===== src/rtl/stack_control_unit_if.sv =====
// Control-unit <-> datapath/memory signal bundle for the 16-bit stack processor.
// master: the control unit; slave: the datapath and memory side.
interface stack_control_unit_if;
  logic [5:0]  opcode;
  logic        memory_ready;
  logic        cmd_w;
  logic        R1_w;
  logic        R2_w;
  logic        SR_w;
  logic        PC_w;
  logic        SR_inc;
  logic        PC_inc;
  logic [1:0]  SR_incc;
  logic [1:0]  PC_incc;
  logic [2:0]  ALU_func;
  logic [1:0]  addr_sel;
  logic [1:0]  data_sel;
  logic        memory_w;
  logic        error;
  logic [15:0] addr;

  modport master (
    input  opcode, memory_ready,
    output cmd_w, R1_w, R2_w, SR_w, PC_w, SR_inc, PC_inc, SR_incc, PC_incc,
           ALU_func, addr_sel, data_sel, memory_w, error, addr
  );

  modport slave (
    output opcode, memory_ready,
    input  cmd_w, R1_w, R2_w, SR_w, PC_w, SR_inc, PC_inc, SR_incc, PC_incc,
           ALU_func, addr_sel, data_sel, memory_w, error, addr
  );
endinterface


===== src/rtl/stack_control_unit.sv =====
// Microsequenced control unit: fetch, decode, per-opcode micro-op table, memory token handshake.
// Optional: define CU_ILLEGAL_TRAP_EN to trap illegal opcodes into HALT with a sticky error flag.
module stack_control_unit #(
  parameter int GUARD_CYCLES = 2,
  parameter int SR_PUSH_DIR  = 1
) (
  input  logic                 clk,
  input  logic                 reset,
  stack_control_unit_if.master bus
);

  localparam logic [1:0] SEL_PC    = 2'b00;
  localparam logic [1:0] SEL_SR    = 2'b01;
  localparam logic [1:0] SEL_R1    = 2'b10;
  localparam logic [1:0] DS_R1     = 2'b00;
  localparam logic [1:0] DS_ALU    = 2'b10;
  localparam logic [1:0] PUSH_CODE = (SR_PUSH_DIR != 0) ? 2'b01 : 2'b00;
  localparam logic [1:0] POP_CODE  = (SR_PUSH_DIR != 0) ? 2'b00 : 2'b01;
  localparam logic [5:0] OP_HALT   = 6'h06;
  localparam logic [7:0] GUARD_LOAD = (GUARD_CYCLES > 0) ? 8'(GUARD_CYCLES - 1) : 8'd0;

  typedef enum logic [2:0] {
    ST_REQ, ST_GUARD, ST_WAIT, ST_DECODE, ST_SRADJ, ST_PCW, ST_HALT
  } state_t;

  typedef enum logic [1:0] {UK_ACC, UK_SRADJ, UK_PCW, UK_END} ukind_t;

  typedef struct packed {
    ukind_t     kind;
    logic [1:0] sel;
    logic       wr;
    logic [1:0] dsel;
    logic       alu;
    logic       cmd_w;
    logic       r1_w;
    logic       r2_w;
    logic       pc_inc;
    logic       push;
  } uop_t;

  function automatic uop_t u_end();
    uop_t u;
    u = '0;
    u.kind = UK_END;
    return u;
  endfunction

  function automatic uop_t u_rd(logic [1:0] sel, logic r1, logic r2, logic pc_inc);
    uop_t u;
    u = '0;
    u.kind   = UK_ACC;
    u.sel    = sel;
    u.r1_w   = r1;
    u.r2_w   = r2;
    u.pc_inc = pc_inc;
    return u;
  endfunction

  function automatic uop_t u_wr(logic [1:0] dsel, logic alu);
    uop_t u;
    u = '0;
    u.kind = UK_ACC;
    u.sel  = SEL_SR;
    u.wr   = 1'b1;
    u.dsel = dsel;
    u.alu  = alu;
    return u;
  endfunction

  function automatic uop_t u_adj(logic push);
    uop_t u;
    u = '0;
    u.kind = UK_SRADJ;
    u.push = push;
    return u;
  endfunction

  function automatic uop_t u_pcw();
    uop_t u;
    u = '0;
    u.kind = UK_PCW;
    return u;
  endfunction

  // Micro-program: element `step` of the sequence for `op`; UK_END closes the instruction.
  function automatic uop_t uop_at(logic fetch, logic [5:0] op, logic [2:0] step);
    uop_t u;
    u = u_end();
    if (fetch) begin
      u = u_rd(SEL_PC, 1'b0, 1'b0, 1'b1);
      u.cmd_w = 1'b1;
    end else begin
      case (op)
        6'h01: case (step)
          3'd0:    u = u_rd(SEL_PC, 1'b1, 1'b0, 1'b1);
          3'd1:    u = u_adj(1'b1);
          3'd2:    u = u_wr(DS_R1, 1'b0);
          default: u = u_end();
        endcase
        6'h02: case (step)
          3'd0:    u = u_rd(SEL_SR, 1'b1, 1'b0, 1'b0);
          3'd1:    u = u_adj(1'b0);
          default: u = u_end();
        endcase
        6'h03: case (step)
          3'd0:    u = u_rd(SEL_SR, 1'b1, 1'b0, 1'b0);
          3'd1:    u = u_adj(1'b1);
          3'd2:    u = u_wr(DS_R1, 1'b0);
          default: u = u_end();
        endcase
        6'h04: case (step)
          3'd0:    u = u_rd(SEL_SR, 1'b1, 1'b0, 1'b0);
          3'd1:    u = u_adj(1'b0);
          3'd2:    u = u_pcw();
          default: u = u_end();
        endcase
        6'h05: case (step)
          3'd0:    u = u_rd(SEL_SR, 1'b1, 1'b0, 1'b0);
          3'd1:    u = u_rd(SEL_R1, 1'b1, 1'b0, 1'b0);
          3'd2:    u = u_wr(DS_R1, 1'b0);
          default: u = u_end();
        endcase
        6'h08, 6'h09, 6'h0A, 6'h0B, 6'h0C, 6'h0D, 6'h0E, 6'h0F: case (step)
          3'd0:    u = u_rd(SEL_SR, 1'b0, 1'b1, 1'b0);
          3'd1:    u = u_adj(1'b0);
          3'd2:    u = u_rd(SEL_SR, 1'b1, 1'b0, 1'b0);
          3'd3:    u = u_wr(DS_ALU, 1'b1);
          default: u = u_end();
        endcase
        default: u = u_end();
      endcase
    end
    return u;
  endfunction

  function automatic state_t entry_state(ukind_t k);
    case (k)
      UK_SRADJ: return ST_SRADJ;
      UK_PCW:   return ST_PCW;
      default:  return ST_REQ;
    endcase
  endfunction

`ifdef CU_ILLEGAL_TRAP_EN
  function automatic logic is_legal(logic [5:0] op);
    return ((op[5:3] == 3'b000) && (op != 6'h07)) || (op[5:3] == 3'b001);
  endfunction
`endif

  state_t      state_q, state_n;
  logic        fetch_q, fetch_n;
  logic [2:0]  step_q, step_n;
  logic [5:0]  op_q, op_n;
  logic [7:0]  gcnt_q, gcnt_n;
  logic [15:0] addr_q, addr_n;
  logic        advance;
  uop_t        cur, nxt, dec;
`ifdef CU_ILLEGAL_TRAP_EN
  logic        err_q, err_n;
`endif

  assign cur = uop_at(fetch_q, op_q, step_q);
  assign nxt = uop_at(1'b0, op_q, step_q + 3'd1);
  assign dec = uop_at(1'b0, bus.opcode, 3'd0);
  assign bus.addr = addr_q;
`ifdef CU_ILLEGAL_TRAP_EN
  assign bus.error = err_q;
`else
  assign bus.error = 1'b0;
`endif

  always_comb begin
    state_n = state_q;
    fetch_n = fetch_q;
    step_n  = step_q;
    op_n    = op_q;
    gcnt_n  = gcnt_q;
    addr_n  = addr_q;
    advance = 1'b0;
`ifdef CU_ILLEGAL_TRAP_EN
    err_n   = err_q;
`endif
    bus.cmd_w    = 1'b0;
    bus.R1_w     = 1'b0;
    bus.R2_w     = 1'b0;
    bus.SR_w     = 1'b0;
    bus.PC_w     = 1'b0;
    bus.SR_inc   = 1'b0;
    bus.PC_inc   = 1'b0;
    bus.SR_incc  = 2'b00;
    bus.PC_incc  = 2'b00;
    bus.ALU_func = 3'b000;
    bus.addr_sel = SEL_PC;
    bus.data_sel = DS_R1;
    bus.memory_w = 1'b0;

    // Access selects stay frozen from REQ through WAIT.
    if ((state_q == ST_REQ) || (state_q == ST_GUARD) || (state_q == ST_WAIT)) begin
      bus.addr_sel = (cur.sel == 2'b11) ? SEL_PC : cur.sel;
      bus.data_sel = cur.dsel;
      bus.memory_w = cur.wr;
      bus.ALU_func = cur.alu ? op_q[2:0] : 3'b000;
    end

    case (state_q)
      ST_REQ: begin
        addr_n  = addr_q + 16'd1;
        gcnt_n  = GUARD_LOAD;
        state_n = (GUARD_CYCLES == 0) ? ST_WAIT : ST_GUARD;
      end
      ST_GUARD: begin
        if (gcnt_q == 8'd0) state_n = ST_WAIT;
        else                gcnt_n  = gcnt_q - 8'd1;
      end
      ST_WAIT: begin
        if (bus.memory_ready) begin
          bus.cmd_w  = cur.cmd_w;
          bus.R1_w   = cur.r1_w;
          bus.R2_w   = cur.r2_w;
          bus.PC_inc = cur.pc_inc;
          if (fetch_q) state_n = ST_DECODE;
          else         advance = 1'b1;
        end
      end
      ST_DECODE: begin
        op_n    = bus.opcode;
        fetch_n = 1'b0;
        step_n  = 3'd0;
        if (bus.opcode == OP_HALT) begin
          state_n = ST_HALT;
        end
`ifdef CU_ILLEGAL_TRAP_EN
        else if (!is_legal(bus.opcode)) begin
          err_n   = 1'b1;
          state_n = ST_HALT;
        end
`endif
        else begin
          state_n = entry_state(dec.kind);
          fetch_n = (dec.kind == UK_END);
        end
      end
      ST_SRADJ: begin
        bus.SR_inc  = 1'b1;
        bus.SR_incc = cur.push ? PUSH_CODE : POP_CODE;
        advance     = 1'b1;
      end
      ST_PCW: begin
        bus.PC_w = 1'b1;
        advance  = 1'b1;
      end
      default: ;
    endcase

    // Step to the next micro-op; the end marker rolls straight into the next fetch.
    if (advance) begin
      state_n = entry_state(nxt.kind);
      fetch_n = (nxt.kind == UK_END);
      step_n  = (nxt.kind == UK_END) ? 3'd0 : step_q + 3'd1;
    end
  end

  always_ff @(posedge clk) begin
    if (reset) begin
      state_q <= ST_REQ;
      fetch_q <= 1'b1;
      step_q  <= 3'd0;
      gcnt_q  <= 8'd0;
      addr_q  <= 16'd0;
    end else begin
      state_q <= state_n;
      fetch_q <= fetch_n;
      step_q  <= step_n;
      gcnt_q  <= gcnt_n;
      addr_q  <= addr_n;
    end
    op_q <= op_n;
  end

`ifdef CU_ILLEGAL_TRAP_EN
  always_ff @(posedge clk) begin
    if (reset) err_q <= 1'b0;
    else       err_q <= err_n;
  end
`endif

endmodule


===== src/flat_wrapper.sv =====
// flat-port wrapper written by rule: the top's interface ports become plain ports
module stack_control_unit_flat 
#(
  parameter int GUARD_CYCLES = 2,
  parameter int SR_PUSH_DIR  = 1
)
  (clk, reset, bus_opcode, bus_memory_ready, bus_cmd_w, bus_R1_w, bus_R2_w, bus_SR_w, bus_PC_w, bus_SR_inc, bus_PC_inc, bus_SR_incc, bus_PC_incc, bus_ALU_func, bus_addr_sel, bus_data_sel, bus_memory_w, bus_error, bus_addr);
  stack_control_unit_if bus_i ();
  input  logic clk;
  input  logic reset;
  input wire logic [$bits(bus_i.opcode)-1:0] bus_opcode;
  input wire logic [$bits(bus_i.memory_ready)-1:0] bus_memory_ready;
  output wire logic [$bits(bus_i.cmd_w)-1:0] bus_cmd_w;
  output wire logic [$bits(bus_i.R1_w)-1:0] bus_R1_w;
  output wire logic [$bits(bus_i.R2_w)-1:0] bus_R2_w;
  output wire logic [$bits(bus_i.SR_w)-1:0] bus_SR_w;
  output wire logic [$bits(bus_i.PC_w)-1:0] bus_PC_w;
  output wire logic [$bits(bus_i.SR_inc)-1:0] bus_SR_inc;
  output wire logic [$bits(bus_i.PC_inc)-1:0] bus_PC_inc;
  output wire logic [$bits(bus_i.SR_incc)-1:0] bus_SR_incc;
  output wire logic [$bits(bus_i.PC_incc)-1:0] bus_PC_incc;
  output wire logic [$bits(bus_i.ALU_func)-1:0] bus_ALU_func;
  output wire logic [$bits(bus_i.addr_sel)-1:0] bus_addr_sel;
  output wire logic [$bits(bus_i.data_sel)-1:0] bus_data_sel;
  output wire logic [$bits(bus_i.memory_w)-1:0] bus_memory_w;
  output wire logic [$bits(bus_i.error)-1:0] bus_error;
  output wire logic [$bits(bus_i.addr)-1:0] bus_addr;
  assign bus_i.opcode = bus_opcode;
  assign bus_i.memory_ready = bus_memory_ready;
  assign bus_cmd_w = bus_i.cmd_w;
  assign bus_R1_w = bus_i.R1_w;
  assign bus_R2_w = bus_i.R2_w;
  assign bus_SR_w = bus_i.SR_w;
  assign bus_PC_w = bus_i.PC_w;
  assign bus_SR_inc = bus_i.SR_inc;
  assign bus_PC_inc = bus_i.PC_inc;
  assign bus_SR_incc = bus_i.SR_incc;
  assign bus_PC_incc = bus_i.PC_incc;
  assign bus_ALU_func = bus_i.ALU_func;
  assign bus_addr_sel = bus_i.addr_sel;
  assign bus_data_sel = bus_i.data_sel;
  assign bus_memory_w = bus_i.memory_w;
  assign bus_error = bus_i.error;
  assign bus_addr = bus_i.addr;
  stack_control_unit #(.GUARD_CYCLES(GUARD_CYCLES), .SR_PUSH_DIR(SR_PUSH_DIR)) u_core (.clk(clk), .reset(reset), .bus(bus_i));
endmodule

===== config.mk =====
export PLATFORM = sky130hd
export DESIGN_NAME = stack_control_unit_flat
export DESIGN_NICKNAME = d
export VERILOG_FILES = /design/src/rtl/stack_control_unit_if.sv /design/src/rtl/stack_control_unit.sv /design/src/flat_wrapper.sv
export SDC_FILE = /design/constraint.sdc
export NUM_CORES = 1
export LEC_CHECK = 0
export CORE_ASPECT_RATIO = 0.75
export CORE_UTILIZATION = 48
export CTS_BUF_LIST = sky130_fd_sc_hd__clkbuf_8
export CTS_CLUSTER_DIAMETER = 120
export DETAILED_ROUTE_END_ITERATION = 16
export PLACE_DENSITY = 0.87
export SETUP_SLACK_MARGIN = 0.5
export SLEW_MARGIN = 10
export SYNTH_ARGS = -nofsm -noshare
export SYNTH_HDL_FRONTEND = slang
export SYNTH_SLANG_ARGS = --single-unit

===== constraint.sdc =====
create_clock -name clk -period 2.5 [get_ports clk]
set_input_delay 0.375 -clock clk [delete_from_list [all_inputs] [get_ports clk]]
set_output_delay 0.375 -clock clk [all_outputs]
set_load 0.005 [all_outputs]

# Word level (Yosys, flattened, before mapping)
# Index checks and enable logic that the tools add are counted.
[totals]
regBits = 37
input_bits = 9
out_inout_bits = 36
wordCells = 126
[op_classes]
add_sub_neg = 3
n_eq_ne = 49
mux = 53
n_reduce_logical = 15
[op_table]
columns = ["operator", "n"]
rows = [
  ["13-bit one-hot mux with 3 select lines", 5],
  ["6-bit by 4-bit == test with 1-bit output (second input constant)", 16],
  ["10-bit one-hot mux with 3 select lines", 3],
  ["13-bit one-hot mux with 6 select lines", 1],
  ["11-bit one-hot mux with 6 select lines", 1],
  ["13-bit one-hot mux with 4 select lines", 1],
  ["10-bit one-hot mux with 4 select lines", 1],
  ["11-bit one-hot mux with 3 select lines", 1],
  ["6-bit by 3-bit == test with 1-bit output (second input constant)", 5],
  ["3-bit two-way mux", 10],
  ["13-bit one-hot mux with 2 select lines", 1],
  ["6-bit by 2-bit == test with 1-bit output (second input constant)", 4],
  ["10-bit one-hot mux with 2 select lines", 1],
  ["3-bit by 2-bit == test with 1-bit output (second input constant)", 6],
  ["1-bit two-way mux", 17],
  ["16-bit by 1-bit adder with 16-bit output (second input constant)", 1],
  ["8-bit one-hot mux with 2 select lines", 1],
  ["8-bit OR reduction", 2],
  ["6-bit by 1-bit == test with 1-bit output (second input constant)", 2],
  ["3-bit one-hot mux with 2 select lines", 2],
  ["3-bit one-hot mux with 4 select lines", 1],
  ["11-bit two-way mux", 1],
  ["2-bit == test (second input constant)", 5],
  ["3-bit by 1-bit == test with 1-bit output (second input constant)", 3],
  ["19 further kinds", 29],
]

# Depth between registers and ports, before layout
# Gate-level depths: netlist of the first run.
[depth]
depth_word = 8
ltp_mapped = 12
depth_no_buf = 11

# Worst setup path after synthesis of the first run
# Ideal clock, no wire load.
[synth_timing]
path_kind = "register -> register"
start = "register u_core.step_q[0]"
end = "register u_core.state_q[0]"
setup_ns = 0.127
t_arrival_ns = 2.192
t_required_ns = 2.373
setup_slack_ns = 0.182
stages_incl_launch_ff = 13
n_path_buf = 1
period_less_slack_ns = 2.318
path_cell_list = "dfxtp_1 inv_1 ha_1 clkbuf_1 a2111oi_0 o32ai_1 nor3b_1 o311a_1 ha_1 o21ai_0 nand2_1 a31oi_1 a21oi_1"
[synth_via]
elab_chain_len = 7
word_cells_on_any_way = 16
cone_classes = "add/sub (1); eq/ne (5); mux (9); reduce/logical (1)"
[synth_lines]
columns = ["item", "line", "rtl"]
rows = [
  ["start: declaration", "stack_control_unit.sv:152", "logic [2:0] step_q, step_n;"],
  ["start signal: assignment", "stack_control_unit.sv:273", "step_q <= step_n;"],
  ["3-bit by 1-bit adder with 3-bit output *", "stack_control_unit.sv:163", "assign nxt = uop_at(1'b0, op_q, step_q + 3'd1);"],
  ["3-bit by 2-bit == test with 1-bit output, or another cell as far along", "stack_control_unit.sv:123", "6'h08, 6'h09, 6'h0A, 6'h0B, 6'h0C, 6'h0D, 6'h0E, 6'h0F: case (step)"],
  ["13-bit one-hot mux with 4 select lines, or another cell as far along", "stack_control_unit.sv:123", ""],
  ["13-bit one-hot mux with 6 select lines *", "stack_control_unit.sv:93", "case (op)"],
  ["2-bit == test / 2-bit by 1-bit == test with 1-bit output (equally long branches)", "stack_control_unit.sv:137", "case (k)"],
  ["3-bit one-hot mux with 2 select lines *", "stack_control_unit.sv:137", ""],
  ["3-bit two-way mux *", "stack_control_unit.sv:256", "if (advance) begin"],
  ["end signal: assignment", "stack_control_unit.sv:271", "state_q <= state_n;"],
  ["end: declaration", "stack_control_unit.sv:150", "state_t state_q, state_n;"],
]
# Every way passes the cells marked *; elsewhere a longest branch is shown, timed or not.
# A chain may end at the register's enable or synchronous reset.

# Worst setup path after layout of the first run
# Ends and elaborated chain as after synthesis.

==> impl_metrics.tcl, run 1 <==
set metrics [dict create \
    status "finished, violations left" \
    failed_checks "negative setup slack" \
    rsz0062_at_grt "true" \
    routed.top_layer "met4" \
    wl_met1_um 3280 \
    synthCells 270 \
    synth_area_leaders "dfxtp_1, edfxtp_1, ha_1, nor2_1, xor2_1" \
    area_growth_pct 57.7 \
    ys_ff_latch 37 \
    portBuffers 38 \
    hpwlAfterDp_um 3820 \
    synth_enable_flop_cells 6 \
    yosys_warnings 0 \
    max_cap_viol_count 0 \
    cts.sinks 37 \
    first_pass_iters 5 \
    routed-via-count 2602 \
    critPathMaxFanout 4 \
    period_share_pct 104 \
    power_mw 2.31 \
    grt_overflow_total 0 \
    clock_latency_ns 0.31 \
    diodes 0 \
    final_antenna_net_count 0 \
    dieArea_mm2 0.00506 \
    synth_area_per_cell_um2 8.49 \
    max-slew-margin-rel_pct 60.1 \
    dr_wl_met2_um 3920 \
    synth_ff_type "dfxtp_1" \
    wl_per_cell_um 20.6 \
    route.met3.wl_um 732 \
    final_max_slew_viol_count 0 \
    clkTransAtPathRegs_ns 0.08 \
    finClkSkew_ns 0.0111 \
    grtUsageTotal_pct 30.4 \
    grt_max_degree 15 \
    globalplace.congestion 0.963 \
    start_util_pct 50.7 \
    critPathRequiredTime_ns 2.73 \
    fin_nets 374 \
    final_cells 412 \
    synth_most_common_cell "dfxtp_1" \
    root_buffer "clkbuf_8" \
    ios 45 \
    setup_violations 1 \
    drt_iter0_drc 242 \
    crit_type "reg2reg" \
    routed_wl_um 8470 \
    antenna_found_initial 0 \
    cts_buffers 5 \
    ys_seq_area_share_pct 34.9 \
    synth_top_cells_by_count "dfxtp_1, nor2_1, inv_1, nand2_1, a21oi_1" \
    fin_ws_ns -0.105 \
    async_flop_share_pct 0 \
    vias_per_cell 6.32 \
    p_per_area_mw_per_mm2 638 \
    dp.cells 361 \
    worst_pin_slew_ns 0.594 \
    finalCriticalPeriod_ns 2.61 \
    syn-cell-area_mm2 0.00229 \
    synth_top_cell_by_area "dfxtp_1" \
    synthDominantCellAreaShare_pct 27.1 \
    cts_tree "yes" \
    fmax_ghz 0.384 \
    hold_viol_final 0 \
    drive_gt1_share_pct 34.9 \
    die_h_um 61.9 \
    cts_max_level 2 \
    ir_worst_vdd_mv 0.457 \
    cp-end-kind "register" \
    die_w_um 81.8 \
    start_kind "register" \
    hold_class "reg2reg" \
    rows 21 \
    clockBufferDepth 2 \
    grt_pass1_vias 2345 \
    worstPathArrival_ns 2.84 \
    p_leak_nw 1.41 \
    route.detailed.drc 0 \
    grt_pass1_wl_um 11300 \
    synth_cell_types 55 \
    hold_ws_ns 0.497 \
    core_mm2 0.00452 \
]
[report_power, final]
| group | switching, mW | total, mW | internal (mW) | leakage [nW] |
|---|---|---|---|---|
| logic | 0.492 | 0.905 | 0.414 | 1.03 |
| clock network | 0.246 | 0.642 | 0.397 | 0.0681 |
| registers | 0.0817 | 0.762 | 0.680 | 0.308 |
[final timing paths]
path / startpoint / endpoint / slack (ns) / depth (start not counted)
min reg2reg: u_core.bus.addr[15]$_SDFFE_PP0P_ / u_core.bus.addr[15]$_SDFFE_PP0P_ / 0.50 / 2
max: u_core.step_q[0]$_SDFFE_PP0P_ / u_core.state_q[0]$_SDFFE_PP0P_ / -0.11 / 13
min: u_core.bus.addr[15]$_SDFFE_PP0P_ / u_core.bus.addr[15]$_SDFFE_PP0P_ / 0.50 / 2
max reg2reg: u_core.step_q[0]$_SDFFE_PP0P_ / u_core.state_q[0]$_SDFFE_PP0P_ / -0.11 / 13
[critical path: stages (launching register included)]
cell and delay, ns:
dfxtp_4 0.36, buf_6 0.12, inv_4 0.05, ha_4 0.17
buf_4 0.14, a2111oi_4 0.39, o32ai_4 0.14, nor3b_4 0.19
o41ai_2 0.08, ha_2 0.31, inv_1 0.05, o21ai_0 0.22
a31oi_1 0.13, a21oi_1 0.18
[final cells by class]
type / instances / area [um^2]
Sequential cell: 37 / 810
Inverter: 15 / 61.3
Multi-Input combinational cell: 204 / 1710
Timing Repair Buffer: 91 / 836
Clock buffer: 5 / 68.8
Clock inverter: 3 / 65.1
Tap cell: 57 / 71.3
Fill cell: 255 / 902
[metal layers]
layer | vias to the layer above | GRT usage [%]
met5 | - | 0
met2 | 183 | 48.8
met1 | 1222 | 38.1
li1 | 1141 | -
met4 | 0 | 17.3
met3 | 56 | 7.30
[state kept, by name, summed over array words and instances (netlist names)]
signal           cells
u_core.fetch_q       1
u_core.step_q        3
u_core.state_q       3
u_core.gcnt_q        8
u_core.bus.addr     16
u_core.op_q          6
[cells by family after synthesis]
| family | Yosys count | share of synthesized area, % |
|---|---|---|
| other | 1 | 0.164 |
| and+or+nand+nor | 117 | 29.5 |
| buffers and inverters | 34 | 6.93 |
| AOI/OAI and AO/OA | 52 | 15.5 |
| DFF | 37 | 34.9 |
| adders and majority gates | 11 | 6.00 |
| muxes | 1 | 0.491 |
| xor gates and xnor gates | 17 | 6.49 |
[placed cells by master, fill, tap and decap left out, types with 7 or more instances in the layout]
cell / Yosys / routed
a21oi_1: 14 / 10
buf_2: 1 / 9
dfxtp_1: 31 / 28
nor2_1: 29 / 27
inv_1: 15 / 12
nand3_1: 10 / 10
or3_1: 10 / 8
xor2_1: 10 / 9
clkdlybuf4s50_1: 0 / 26
nand2_1: 15 / 13
buf_6: 1 / 23
buf_4: 6 / 28
xnor2_1: 7 / 7
[through the flow]
| stage | util (%) | setup TNS [ns] | setup WS, ns | instance area, um^2 |
|---|---|---|---|---|
| after floorplan | - | 0 | 0.506 | 2400 |
| after global placement | 62.3 | 0 | 0.0804 | 2820 |
| after detailed placement | 62.3 | 0 | 0.0871 | 2820 |
| after CTS | 75.1 | 0 | 0.200 | 3390 |
| after global routing | 80.0 | -0.422 | -0.355 | 3620 |
| final | 80.0 | -0.105 | -0.105 | 3620 |
[repair_timing]
action / in CTS / in global routing
setup endpoints to repair: 20 / 23
resized for setup: 90 / 34
pin swaps: 23 / 18
hold buffers: 0 / 0
setup buffers: 33 / 10
No activity file was read; power rests on OpenSTA's default activity.
==> inputs of run 2 (changes only) <==
--- a/config.mk
+++ b/config.mk
@@ -6,11 +6,11 @@
 export NUM_CORES = 1
 export LEC_CHECK = 0
 export CORE_ASPECT_RATIO = 0.75
-export CORE_UTILIZATION = 48
+export CORE_UTILIZATION = 52
 export CTS_BUF_LIST = sky130_fd_sc_hd__clkbuf_8
 export CTS_CLUSTER_DIAMETER = 120
 export DETAILED_ROUTE_END_ITERATION = 16
-export PLACE_DENSITY = 0.87
+export PLACE_DENSITY = 0.89
 export SETUP_SLACK_MARGIN = 0.5
 export SLEW_MARGIN = 10
 export SYNTH_ARGS = -nofsm -noshare
==> constraint.sdc (replaced) <==
create_clock -name clk -period 3.35 [get_ports clk]
set_input_delay 0.5025 -clock clk [delete_from_list [all_inputs] [get_ports clk]]
set_output_delay 0.5025 -clock clk [all_outputs]
set_load 0.005 [all_outputs]
==> impl_metrics.tcl, run 2 (synthesis gave the netlist of run 1 again) <==
set metrics [dict create \
    status "finished clean" \
    final_cells 364 \
    routed_wl_um 5620 \
    n_fill_cell 301 \
    cts_tree "yes" \
    antenna_found_initial 0 \
    clockBufferDepth 2 \
    clkTransAtPathRegs_ns 0.07 \
    fmax_ghz 0.342 \
    rsz0062_at_grt "true" \
    switching_share_pct 34.5 \
    hold_ws_ns 0.483 \
    largest_register_ffs 16 \
    start_kind "register" \
    crit_type "reg2out" \
    period_share_pct 87.2 \
    globalplace.congestion 0.937 \
    clkPwrFrac_pct 24.5 \
    critPathMaxFanout 7 \
    p_int_mw 0.913 \
    route.detailed.drc 0 \
    p_per_area_mw_per_mm2 483 \
    root_buffer "clkbuf_8" \
    routed-via-count 2211 \
    diodes 0 \
    final_common_cell "clkdlybuf4s50_1" \
    p_leak_nw 1.04 \
    cp-end-kind "output pin" \
    power_mw 1.39 \
    fin_util_pct 69.9 \
    grt_pass1_wl_um 8620 \
    vias_per_cell 6.07 \
    grtUsageTotal_pct 23.9 \
    ir_worst_vdd_mv 0.489 \
    final_antenna_net_count 0 \
    dp.cells 350 \
    worst_pin_slew_ns 0.642 \
    fin_ws_ns 0.429 \
    grt_overflow_total 0 \
    cts_max_level 2 \
    cts_buffers 5 \
    seqPwrFrac_pct 42.6 \
    grt_pass1_vias 1817 \
    portBuffers 38 \
    wl_per_cell_um 15.4 \
    multi_input_area_mm2 0.00143 \
    max-slew-margin-rel_pct 57.1 \
    ios 45 \
    die_h_um 59.5 \
    layout_common_cells "clkdlybuf4s50_1, dfxtp_1, nor2_1, nand2_1, inv_1" \
    cts.sinks 37 \
    fin_nets 328 \
    hpwlAfterDp_um 3650 \
    drt_iter0_drc 279 \
    start_util_pct 55.5 \
    critPathRequiredTime_ns 2.85 \
    rows 20 \
    first_pass_iters 5 \
    hold_viol_final 0 \
    design_area_mm2 0.00289 \
    hold_class "reg2reg" \
    dpl_cell_area_mm2 0.00267 \
    grt_max_degree 17 \
    clock_latency_ns 0.29 \
    share_comb_of_total_power_pct 32.9 \
    dp_slack_ns 0.620 \
    max_cap_viol_count 0 \
    final_max_slew_viol_count 0 \
    finalCriticalPeriod_ns 2.92 \
    finClkSkew_ns 0.00912 \
    core_mm2 0.00413 \
    setup_violations 0 \
    seq_area_um2 802 \
    worstPathArrival_ns 2.42 \
    die_w_um 78.7 \
    switchingPower_mw 0.481 \
    setup-tns-final_ns 0 \
    ctsHoldBuffers 0 \
    drive_gt1_share_pct 11.3 \
    dieArea_mm2 0.00468 \
    area_growth_pct 25.9 \
]
==> run 2: cell type report <==
| cell class | instances | area share (%) |
|---|---|---|
| clock buffers | 7 | 3.34 |
| multi-input cells | 204 | 49.4 |
| repair buffers | 45 | 15.0 |
| inverters | 15 | 1.95 |
| well taps | 55 | 2.38 |
| flip-flops and latches | 37 | 27.8 |
| clock inverters | 1 | 0.173 |
==> run 2: power groups by stage <==
stage	logic (mW)	registers, mW	clock network [mW]
after floorplan	0.364	0.570	0
after global placement	0.411	0.604	0
after detailed placement	0.424	0.605	0
after CTS	0.438	0.593	0.347
after global routing	0.507	0.604	0.363
final	0.459	0.594	0.341
==> run 2: per-layer routing <==
| metal | track usage, % | part of all wire [%] | wire [um] | up-vias |
|---|---|---|---|---|
| met5 | 0 | 0 | 0 | - |
| met3 | 6.46 | 8.9 | 502 | 20 |
| met2 | 36.3 | 44 | 2490 | 116 |
| met1 | 32.0 | 45 | 2510 | 1021 |
| met4 | 10.8 | 2.2 | 123 | 0 |
| li1 | - | - | - | 1054 |
==> run 2: final timing paths <==
kind	startpoint	to	slack, ns	cells after the start
worst max register to register	u_core.step_q[0]$_SDFFE_PP0P_	u_core.state_q[0]$_SDFFE_PP0P_	0.62	11
worst max-delay path	u_core.op_q[1]$_DFFE_PP_	bus_R1_w	0.43	5
worst min register to register	u_core.bus.addr[15]$_SDFFE_PP0P_	u_core.bus.addr[15]$_SDFFE_PP0P_	0.48	2
worst min-delay path	u_core.bus.addr[15]$_SDFFE_PP0P_	u_core.bus.addr[15]$_SDFFE_PP0P_	0.48	2
==> run 2: critical path, cell delays in order, from the launching register on <==
cell and delay, ns:
edfxtp_1 0.51, nor2b_1 0.34, nand4_1 0.24, a211o_1 0.34, a21boi_0 0.18, clkdlybuf4s50_1 0.52
==> run 2: what timing repair did <==
| item | in CTS | in global routing |
|---|---|---|
| setup buffers | 3 | 3 |
| setup endpoints to repair | 4 | 9 |
| resized for setup | 5 | 13 |
| pin swaps | 0 | 2 |
| gates cloned | 0 | 0 |
==> inputs of run 3 (changes only) <==
--- a/config.mk
+++ b/config.mk
@@ -6,11 +6,11 @@
 export NUM_CORES = 1
 export LEC_CHECK = 0
 export CORE_ASPECT_RATIO = 0.75
-export CORE_UTILIZATION = 52
+export CORE_UTILIZATION = 30
 export CTS_BUF_LIST = sky130_fd_sc_hd__clkbuf_8
 export CTS_CLUSTER_DIAMETER = 120
 export DETAILED_ROUTE_END_ITERATION = 16
-export PLACE_DENSITY = 0.89
+export PLACE_DENSITY = 0.6
 export SETUP_SLACK_MARGIN = 0.5
 export SLEW_MARGIN = 10
 export SYNTH_ARGS = -nofsm -noshare
==> impl_metrics.tcl, run 3 (synthesis gave the netlist of run 1 again) <==
set metrics [dict create \
    clkTransAtPathRegs_ns 0.07 \
    rsz0062_at_grt "true" \
    critPathRequiredTime_ns 2.85 \
    final_antenna_net_count 0 \
    seqPwrFrac_pct 42.5 \
    p_int_mw 0.914 \
    switchingPower_mw 0.489 \
    layout_common_cells "clkdlybuf4s50_1, nor2_1, dfxtp_1, inv_1, nand2_1" \
    vias_per_cell 5.04 \
    clkPwrFrac_pct 25.0 \
    drt_iter0_drc 117 \
    rows 27 \
    rr_worst_depth 11 \
    grt_max_degree 18 \
    r2r-end "u_core.state_q[0]$_SDFFE_PP0P_" \
    fmax_ghz 0.356 \
    fin_util_pct 39.9 \
    globalplace.congestion 0.843 \
    area_growth_pct 28.3 \
    ios 45 \
    diodes 0 \
    cts.sinks 37 \
    cts_tree "yes" \
    cp-endpoint "bus_addr_sel[0]" \
    cts_max_level 2 \
    crit_start "u_core.op_q[1]$_DFFE_PP_" \
    cts_buffers 5 \
    setup-tns-final_ns 0 \
    finalCriticalPeriod_ns 2.81 \
    grtUsageTotal_pct 14.1 \
    grt_pass1_wl_um 8800 \
    die_h_um 77.7 \
    clock_latency_ns 0.29 \
    max_cap_viol_count 0 \
    clockBufferDepth 2 \
    core_mm2 0.00736 \
    first_pass_iters 4 \
    largest_register_ffs 16 \
    hpwlAfterDp_um 3860 \
    p_leak_nw 1.03 \
    r2r_slack_ns 0.69 \
    fin_ws_ns 0.540 \
    hold_viol_final 0 \
    period_share_pct 83.9 \
    fin_nets 328 \
    final_common_cell "clkdlybuf4s50_1" \
    route.detailed.drc 0 \
    routed-via-count 2067 \
    die_w_um 103 \
    hold_class "reg2reg" \
    start_kind "register" \
    grt_pass1_vias 1806 \
    grt_overflow_total 0 \
    finClkSkew_ns 0.00458 \
    ir_worst_vdd_mv 0.273 \
    p_per_area_mw_per_mm2 477 \
    wl_per_cell_um 13.1 \
    worstPathArrival_ns 2.31 \
    cp-end-kind "output pin" \
    share_comb_of_total_power_pct 32.5 \
    max-slew-margin-rel_pct 54.9 \
    critPathMaxFanout 7 \
    ctsHoldBuffers 0 \
    dp_slack_ns 0.642 \
    setup_violations 0 \
    antenna_found_initial 0 \
    root_buffer "clkbuf_8" \
    switching_share_pct 34.8 \
    final_max_slew_viol_count 0 \
    drive_gt1_share_pct 11.3 \
    crit_type "reg2out" \
    start_util_pct 31.1 \
    routed_wl_um 5370 \
    dieArea_mm2 0.00800 \
    status "finished clean" \
    portBuffers 38 \
    worst_pin_slew_ns 0.675 \
    timing.rr.start "u_core.step_q[2]$_SDFFE_PP0P_" \
]
## run 3: final cells by class
| cell class | instances | area [um^2] |
|---|---|---|
| Clock buffer | 7 | 96.3 |
| Inverter | 15 | 56.3 |
| Clock inverter | 1 | 5.00 |
| Timing Repair Buffer | 45 | 433 |
| Fill cell | 774 | 4420 |
| Multi-Input combinational cell | 204 | 1420 |
| Sequential cell | 37 | 803 |
| Tap cell | 101 | 126 |
## run 3: stage by stage
| step | hold WS, ns | cell area [um^2] | cells | total power [mW] |
|---|---|---|---|---|
| 2_1_floorplan | 0.471 | 2310 | 275 | 0.934 |
| 3_3_place_gp | 0.470 | 2720 | 396 | 1.03 |
| 3_5_place_dp | 0.487 | 2720 | 396 | 1.04 |
| 4_1_cts | 0.500 | 2870 | 408 | 1.40 |
| 5_1_grt | 0.521 | 2940 | 410 | 1.50 |
| 6_report | 0.498 | 2940 | 410 | 1.40 |
## run 3: worst min-delay path by stage
stage / endpoint / slack (ns) / cells past startpoint / from
floorplan: u_core.gcnt_q[7]$_SDFFE_PP0P_ / 0.47 / 2 / u_core.gcnt_q[7]$_SDFFE_PP0P_
global placement: u_core.bus.addr[15]$_SDFFE_PP0P_ / 0.47 / 2 / u_core.bus.addr[15]$_SDFFE_PP0P_
detailed placement: u_core.bus.addr[15]$_SDFFE_PP0P_ / 0.49 / 2 / u_core.bus.addr[15]$_SDFFE_PP0P_
CTS: u_core.bus.addr[1]$_SDFFE_PP0P_ / 0.50 / 2 / u_core.bus.addr[1]$_SDFFE_PP0P_
global route: u_core.bus.addr[15]$_SDFFE_PP0P_ / 0.52 / 2 / u_core.bus.addr[15]$_SDFFE_PP0P_
finish: u_core.bus.addr[15]$_SDFFE_PP0P_ / 0.50 / 2 / u_core.bus.addr[15]$_SDFFE_PP0P_
## run 3: worst max-delay path: stages, from the launching register on
cell and delay [ns]:
edfxtp_1 0.53, xor2_1 0.26, a21oi_1 0.10, o311ai_1 0.34, nor4b_2 0.25, clkdlybuf4s50_1 0.53
## run 3: metal layers
layer	vias up	part of all wire, %	GRT usage, %
li1	1046	-	-
met1	951	52	21.3
met2	63	41	19.5
met3	7	6.2	3.60
met4	0	1.0	3.94
met5	-	0	0
## run 3: repair_timing
action                                  4_1_cts  5_1_grt
resized for setup                             3       15
endpoints found under the setup margin        4        9
setup buffers                                 4        2
## run 3: power groups by stage
stage	sequential, mW	clock (mW)	combinational, mW
4_1_cts	0.595	0.362	0.445
3_5_place_dp	0.607	0	0.431
2_1_floorplan	0.570	0	0.364
5_1_grt	0.611	0.378	0.514
6_report	0.596	0.351	0.456
3_3_place_gp	0.608	0	0.424
